<file path="config.mk">
export PLATFORM = sky130hd
export DESIGN_NAME = regfile_wb_scheduler
export DESIGN_NICKNAME = d
export VERILOG_FILES = /design/src/rtl/regfile_wb_scheduler_pkg.sv /design/src/rtl/regfile_wb_scheduler_fifo.sv /design/src/rtl/regfile_wb_scheduler.sv
export SDC_FILE = /design/constraint.sdc
export NUM_CORES = 1
export LEC_CHECK = 0
export CAP_MARGIN = 20
export CORE_UTILIZATION = 48
export CTS_BUF_LIST = sky130_fd_sc_hd__clkbuf_8
export CTS_CLUSTER_DIAMETER = 120
export CTS_CLUSTER_SIZE = 14
export DETAILED_ROUTE_END_ITERATION = 10
export GPL_ROUTABILITY_DRIVEN = 0
export PLACE_DENSITY_LB_ADDON = 0.12
export SLEW_MARGIN = 25
export SYNTH_ARGS = -nofsm -noshare
export SYNTH_HDL_FRONTEND = slang
export SYNTH_HIERARCHICAL = 1
export SYNTH_SLANG_ARGS = --single-unit
</file>
<file path="constraint.sdc">
create_clock -name clk -period 3.4 [get_ports clk]
set_input_delay 1.02 -clock clk [delete_from_list [all_inputs] [get_ports clk]]
set_output_delay 1.02 -clock clk [all_outputs]
set_load 0.01 [all_outputs]
</file>
<file path="src/rtl/regfile_wb_scheduler_pkg.sv">
// Shared types and sizes for the register-file writeback scheduler.
package regfile_sched_pkg;

  localparam int REG_SIZE   = 8;
  localparam int VEC_SIZE   = 4;
  localparam int SEL_BITS   = 4;
  localparam int FIFO_DEPTH = 2;
  localparam int DATA_W     = VEC_SIZE * REG_SIZE;
  localparam int NREGS      = 2 ** SEL_BITS;

  // One buffered writeback: destination selector plus the full vector payload.
  typedef struct packed {
    logic [SEL_BITS-1:0] rd;
    logic [DATA_W-1:0]   data;
  } wb_entry_t;

  // Identifies which producer FIFO owns the write port this cycle.
  typedef enum logic {
    SRC_ALU = 1'b0,
    SRC_MEM = 1'b1
  } src_e;

  // Selector bit SEL_BITS-2 marks the scalar half of the register space.
  function automatic logic is_scalar(input logic [SEL_BITS-1:0] sel);
    return sel[SEL_BITS-2];
  endfunction

endpackage

</file>
<file path="src/rtl/regfile_wb_scheduler_fifo.sv">
// Small power-of-two FIFO holding pending writebacks for one producer.
module wb_fifo
  import regfile_sched_pkg::*;
#(
  parameter int  DEPTH = FIFO_DEPTH,
  parameter type T     = wb_entry_t
) (
  input  logic clk,
  input  logic reset,
  input  logic push_i,
  input  T     push_data_i,
  input  logic pop_i,
  output T     head_o,
  output logic empty_o,
  output logic full_o
);

  localparam int PW = $clog2(DEPTH);

  T               mem_q [DEPTH];
  logic [PW:0]    wr_ptr_q, wr_ptr_d;
  logic [PW:0]    rd_ptr_q, rd_ptr_d;
  logic           do_push, do_pop;

  // Pointers carry one extra wrap bit so full and empty are distinguishable.
  always_comb begin
    empty_o  = (wr_ptr_q == rd_ptr_q);
    full_o   = (wr_ptr_q[PW-1:0] == rd_ptr_q[PW-1:0]) && (wr_ptr_q[PW] != rd_ptr_q[PW]);
    do_push  = push_i && !full_o;
    do_pop   = pop_i && !empty_o;
    wr_ptr_d = do_push ? wr_ptr_q + 1'b1 : wr_ptr_q;
    rd_ptr_d = do_pop  ? rd_ptr_q + 1'b1 : rd_ptr_q;
    head_o   = mem_q[rd_ptr_q[PW-1:0]];
  end

  // Storage needs no reset; the pointers alone decide which slots are live.
  always_ff @(posedge clk) begin
    if (do_push) begin
      mem_q[wr_ptr_q[PW-1:0]] <= push_data_i;
    end
  end

  // Pointer registers; reset discards everything queued.
  always_ff @(posedge clk or negedge reset) begin
    if (!reset) begin
      wr_ptr_q <= '0;
      rd_ptr_q <= '0;
    end else begin
      wr_ptr_q <= wr_ptr_d;
      rd_ptr_q <= rd_ptr_d;
    end
  end

endmodule

</file>
<file path="src/rtl/regfile_wb_scheduler.sv">
// Single owner of the register-file write port: buffers ALU and load
// writebacks, round-robins between them and tracks pending destinations.
module regfile_wb_scheduler
  import regfile_sched_pkg::*;
(
  input  logic                clk,
  input  logic                reset,
  input  logic                iss_valid,
  input  logic [SEL_BITS-1:0] iss_rd,
  input  logic [SEL_BITS-1:0] rs1,
  input  logic [SEL_BITS-1:0] rs2,
  output logic                hz_rs1,
  output logic                hz_rs2,
  output logic                hz_rd,
  input  logic                alu_valid,
  output logic                alu_ready,
  input  logic [SEL_BITS-1:0] alu_rd,
  input  logic [DATA_W-1:0]   alu_data,
  input  logic                mem_valid,
  output logic                mem_ready,
  input  logic [SEL_BITS-1:0] mem_rd,
  input  logic [DATA_W-1:0]   mem_data,
  output logic                regWrEnSc,
  output logic                regWrEnVec,
  output logic [SEL_BITS-1:0] regToWrite,
  output logic [DATA_W-1:0]   dataIn_mem,
  output logic [DATA_W-1:0]   dataIn_chip
);

  wb_entry_t         alu_in, mem_in, alu_head, mem_head, win;
  logic              alu_empty, alu_full, mem_empty, mem_full;
  logic              alu_pop, mem_pop, grant_valid;
  src_e              grant_src;
  src_e              rr_q, rr_d;
  logic [NREGS-1:0]  pend_q, pend_d;

  assign alu_in    = '{rd: alu_rd, data: alu_data};
  assign mem_in    = '{rd: mem_rd, data: mem_data};
  assign alu_ready = !alu_full;
  assign mem_ready = !mem_full;

  wb_fifo #(.DEPTH(FIFO_DEPTH), .T(wb_entry_t)) u_alu_fifo (
    .clk         (clk),
    .reset       (reset),
    .push_i      (alu_valid && alu_ready),
    .push_data_i (alu_in),
    .pop_i       (alu_pop),
    .head_o      (alu_head),
    .empty_o     (alu_empty),
    .full_o      (alu_full)
  );

  wb_fifo #(.DEPTH(FIFO_DEPTH), .T(wb_entry_t)) u_mem_fifo (
    .clk         (clk),
    .reset       (reset),
    .push_i      (mem_valid && mem_ready),
    .push_data_i (mem_in),
    .pop_i       (mem_pop),
    .head_o      (mem_head),
    .empty_o     (mem_empty),
    .full_o      (mem_full)
  );

  // Arbitrate FIFO heads and decode the granted entry onto the write port.
  always_comb begin
    grant_valid = !alu_empty || !mem_empty;
    rr_d        = rr_q;
    if (!alu_empty && !mem_empty) begin
      grant_src = rr_q;
      rr_d      = (rr_q == SRC_ALU) ? SRC_MEM : SRC_ALU;
    end else if (!mem_empty) begin
      grant_src = SRC_MEM;
    end else begin
      grant_src = SRC_ALU;
    end
    win         = (grant_src == SRC_ALU) ? alu_head : mem_head;
    alu_pop     = grant_valid && (grant_src == SRC_ALU);
    mem_pop     = grant_valid && (grant_src == SRC_MEM);
    regWrEnSc   = 1'b0;
    regWrEnVec  = 1'b0;
    regToWrite  = '0;
    dataIn_mem  = '0;
    dataIn_chip = '0;
    if (grant_valid) begin
      regWrEnSc   = is_scalar(win.rd);
      regWrEnVec  = !is_scalar(win.rd);
      regToWrite  = win.rd;
      dataIn_mem  = win.data;
      dataIn_chip = win.data;
    end
  end

  // Pending-write bitmap: a reservation in the same cycle as a commit wins.
  always_comb begin
    pend_d = pend_q;
    if (grant_valid) begin
      pend_d[win.rd] = 1'b0;
    end
    if (iss_valid) begin
      pend_d[iss_rd] = 1'b1;
    end
    hz_rs1 = pend_q[rs1];
    hz_rs2 = pend_q[rs2];
    hz_rd  = pend_q[iss_rd];
  end

  // Arbiter pointer and scoreboard state.
  always_ff @(posedge clk or negedge reset) begin
    if (!reset) begin
      rr_q   <= SRC_ALU;
      pend_q <= '0;
    end else begin
      rr_q   <= rr_d;
      pend_q <= pend_d;
    end
  end

endmodule

</file>
* Word-level counts from Yosys, hierarchy flattened *
Memory sizes are Yosys's and may differ from the RTL's.
Index checks and enable logic that the tools add are counted.

storage, ports and cells
  memories = 2
  output and inout port bits = 75
  memory bits (read-only) = 0
  logic and storage cells = 71
  flip-flop bits (word level) = 25
  RAM bits = 144
  bits in latches = 0

memories
  memory            depth  bits a word  read ports  clocked after Yosys merged registers in  wr ports  RTL line                         RTL
  u_alu_fifo.mem_q  2      36           1           0                                        1         regfile_wb_scheduler_fifo.sv:20  T mem_q [DEPTH];
  u_mem_fifo.mem_q  2      36           1           0                                        1         regfile_wb_scheduler_fifo.sv:20

operators by class
  reductions and logical operators = 19
  add/subtract/negate cells = 4
  shift operators = 0
  equal/unequal tests = 6
  div/mod/pow operators = 0
  bitwise gates (word level) = 4
  multipliers = 0
  magnitude comparators = 6
  multiplexer cells = 24

operators with widths
  cell                   number
  $mux W36               1
  $mux W16               2
  $mux W32               1
  $lt A4 B5 Y1 const B   4
  $and A16 B16 Y16       1
  $not A16 Y16           1
  $or A16 B16 Y16        1
  $mux W1                14
  $logic_and A1 B1 Y1    13
  $bmux W1 S4            3
  $add A2 B1 Y2 const B  4
  $demux W1 S4           2
  $ge A4 B1 Y1 const B   2
  $logic_not A1 Y1       5
  $eq A2 B2 Y1           2
  $mux W4                1
  $eq A1 B1 Y1           2
  $ne A1 B1 Y1           2
  $logic_or A1 B1 Y1     1
  $not A1 Y1             1

* Logic depth before layout (Yosys ltp) *
  word-level depth = 14
  gate-level depth with buffers = 11
  mapped depth without buffers = 7

* Hierarchy *
Netlist, hierarchy kept.

modules (own cells, without submodules)
  module                cells an instance  area each (um2)  times used  sequential area each (um2)
  wb_fifo               140                2879.0           2           2262.2
  regfile_wb_scheduler  300                2234.6           1           425.4

* Worst setup path before layout *
OpenSTA, ideal clock, no wires.

  path kind = in2reg
  from = in alu_valid
  to = mem u_alu_fifo/mem_q[1][0] in the netlist's numbering (enable)
  setup time = 441 ps
  data required time = 2959 ps
  arrival = 3152 ps
  stages = 3
  setup slack = -194 ps
  cell sequence = nor2b_1 > nand2_1 > a21oi_1

on the way
  word-level cells in the longest chain between the ends = 4

ends and longest elaborated chain
  element                        RTL line                         RTL
  start: declaration             regfile_wb_scheduler.sv:15       input logic alu_valid,
  $logic_and A1 B1 Y1            regfile_wb_scheduler.sv:45       .push_i (alu_valid && alu_ready),
  $logic_and A1 B1 Y1            regfile_wb_scheduler_fifo.sv:29  do_push = push_i && !full_o;
  $mux W1                        regfile_wb_scheduler_fifo.sv:38  if (do_push) begin
  $mux W1 (not written as such)  regfile_wb_scheduler_fifo.sv:39  mem_q[wr_ptr_q[PW-1:0]] <= push_data_i;
  end: declaration               regfile_wb_scheduler_fifo.sv:20

No other way between the ends.

* Worst setup path in the final report *
  from = in iss_rd[0]
  to = out hz_rd

on the way
  word-level cells in the longest chain between the ends = 2

ends and longest elaborated chain
  element                        RTL line                     RTL
  start: declaration             regfile_wb_scheduler.sv:9    input logic [SEL_BITS-1:0] iss_rd,
  $bmux W1 S4                    regfile_wb_scheduler.sv:104  hz_rd = pend_q[iss_rd];
  $mux W1 (not written as such)  regfile_wb_scheduler.sv:104
  end: declaration               regfile_wb_scheduler.sv:14   output logic hz_rd,

No other way between the ends. The select of a mux whose other input is x is not followed.

==> summary.txt <==
Status
  – Outcome: finished clean

Hold path
  – Hold WC Path Type: reg2reg
  – Min-Delay Startpoint: rr_q$_DFFE_PN0N_

Floorplanning
  – DIE HEIGHT: 131.0 µm
  – Die X-Extent: 131.0 µm
  – CORE AREA: 16060 µm²
  – Initial Utilization: 0.4977
  – Die area: 17170 µm²
  – Top Ports: 164
  – Row Count: 46

Route
  – Initial detailed-routing violation count: 378
  – Via density: 5.422
  – Post-Route WL: 18590 µm
  – Drt first pass iters: 5
  – WL/cell: 19.17 µm
  – Routed vias: 5259
  – DRT antenna net count: 0
  – DRC errors left: 0

Power
  – PD cells: 1177 nW/µm²
  – Leak: 4.082 nW
  – Total chip power: 12.16 mW
  – Maximum VDD drop: 0.0007601 V

STA
  – Part of the cycle the worst path needs: 0.9744
  – Slew headroom: 0.7274
  – Worst hold slack: 547.8 ps
  – Final Hold Vio Count: 0
  – RSZ-0062 raised after global routing: yes
  – Final Critical Period: 3313 ps
  – Final Max Slew Viols: 0
  – Final TNS setup: 0 ps
  – Slew @ Worst Pin: 409.0 ps
  – Clk_skew: 13.06 ps
  – Max Freq: 301.9 MHz
  – Final WS setup: 87.15 ps
  – Final Setup Violations: 0

Worst setup path
  – Slowest CP cell: mux4_2
  – RR Startpoint: u_alu_fifo/rd_ptr_q[1]$_DFFE_PN0P_
  – CP startpoint: iss_rd[0]
  – Crit path launch type: primary input
  – Critical Path, Cell by Cell: dlygate4sd2_1 > mux4_2 > nor2b_4 > a211oi_2 > a21oi_1 > buf_2
  – FF-to-FF setup slack: 1000 ps
  – CP arrival: 2290 ps
  – Worst path bufs/invs: 2
  – Delay-heaviest family, CP: multiplexers
  – CP Depth: 6
  – Worst Reg-to-Reg Cells: 7
  – Crit path kind: in2out
  – Worst flop-to-flop path endpoint: u_alu_fifo/mem_q[1][3]$_DFFE_PP_
  – Capture point of the worst path: hz_rd
  – Worst Path Required: 2380 ps
  – Largest fanout on the critical path: 2
  – CP max stage delay: 500 ps
  – Worst Setup End Kind: output pin

Placement
  – Area of placed instances: 9767 µm²
  – DP Worst Slack: -605.3 ps
  – Port Buf Inserts: 163
  – Placed cell count: 927
  – Final HPWL DP: 12040 µm

Clocking
  – CTS tree: built
  – Clock Tree Buf Depth: 2
  – Root buf cell: clkbuf_8
  – Worst-path clk slew: 70 ps
  – Clock sinks: 169
  – Clock latency on the worst-skew pair: 450 ps
  – H-tree depth: 4
  – Total CTS buffers: 17
  – Post-CTS Hold Fix Bufs: 0

Synthesis
  – Synth top cells by count: edfxtp_1, nand2_1, mux2_2
  – Post-Syn Instances: 580
  – Post-synthesis sequential area ratio: 0.6193
  – Main synth FF type: edfxtp_1
  – Avg Inst Size Synth: 13.78 µm²
  – Synth area leaders: edfxtp_1, dfrtp_1, mux2_2
  – Synth Area in Compound Gates: 0.04915
  – Distinct cell type count after synthesis: 50
  – Post-synthesis simple-gate area fraction: 0.1086
  – Area leader, netlist: edfxtp_1
  – Mux cell area share after synthesis: 0.1509
  – Xor/xnor share of the synthesized area: 0.009549
  – Synth warnings: 6
  – Synth Register Bits: 169
  – Mapped Nets: 669
  – Top cell type's share of synthesized area: 0.5410
  – Async S/R FF share, synth: 0.1479
  – Post-synthesis adder-cell area fraction: 0
  – Post-synth EDFFs: 144
  – Mapped Area: 7993 µm²
  – Largest family of logic cells by synthesized area: multiplexers
  – Most frequent cell after synthesis: edfxtp_1

Cells and area
  – Layout cell share with drive strength beyond 1: 0.2215
  – Area Overhead vs Synth: 29.27%
  – Final Core Density: 0.6434
  – Fillers: 1220
  – Non-filler cells, final: 970
  – Nets: 831
  – Post-route cell area: 10330 µm²
  – Antenna cell count: 0

Global route
  – Total GRT Usage: 0.2249
  – Initial antenna violation count: 0
  – Largest net degree at the start of global routing: 31
  – First-pass GRT wire length: 28140 µm
  – GR Overflow Total: 0
  – Vias in the first global route: 5403

Flow run
  – Maxcap violations: 0
==> flip-flops by register name, indices dropped and copies added (netlist names) <==
register             cells
u_alu_fifo/rd_ptr_q      2
u_mem_fifo/rd_ptr_q      2
u_mem_fifo/wr_ptr_q      2
rr_q                     1
pend_q                  16
u_alu_fifo/mem_q        72
u_mem_fifo/mem_q        72
u_alu_fifo/wr_ptr_q      2
==> placed cells by master, fill, tap and decap left out, types with 11 or more instances in the layout <==
cell type,instances
clkdlybuf4s50_1,84
o2bb2ai_1,11
dlymetal6s2s_1,21
edfxtp_1,144
mux2_1,30
inv_1,11
nor4_1,12
clkbuf_8,17
buf_4,31
nand2_1,73
nand3_1,35
mux2_2,44
dfrtp_1,19
dlygate4sd2_1,47
==> area by class of cell <==
type	count	area (µm²)	area share
clock buffers	17	234.0	0.02264
flip-flops and latches	169	4957	0.4798
multi-input cells	337	2629	0.2544
repair buffers	210	2115	0.2047
inverters	7	31.28	0.003027
well taps	216	270.3	0.02616
clock inverters	14	96.34	0.009324
==> how the worst min path moves through the flow <==
stage                                endpoint  slack, ps  depth (start not counted)
after floorplan           pend_q[5]$_DFF_PN0_        480                          1
after global placement       rr_q$_DFFE_PN0N_        540                          1
after detailed placement     rr_q$_DFFE_PN0N_        540                          1
after CTS                    rr_q$_DFFE_PN0N_        560                          1
after global routing         rr_q$_DFFE_PN0N_        600                          1
final                        rr_q$_DFFE_PN0N_        550                          1
==> cell families (layout without fill, tap and decap cells) <==
kind of cell,count (synthesis),in the layout
xor+xnor,7,7
flops,169,169
simple gates,177,177
buf+inv,74,248
mux,94,94
compound gates,59,59
==> layer usage <==
metal	track usage	vias to the layer above	part of all wire
met5	0	-	0
met2	0.3922	207	0.51
met4	0.07708	0	0.016
met3	0.04805	26	0.059
met1	0.2774	2572	0.41
li1	-	2454	-
==> power by group <==
part	internal, mW	switching (mW)
Clock	0.553	0.690
Sequential	3.06	0.308
Combinational	3.58	3.97
Total	7.19	4.97
==> timing repair <==
action	CTS	global route
buffers inserted	3	6
resized for setup	93	47
pin swaps	5	4
endpoints found under the setup margin	73	24
cloned	1	2
(Power assumes the default switching activity.)
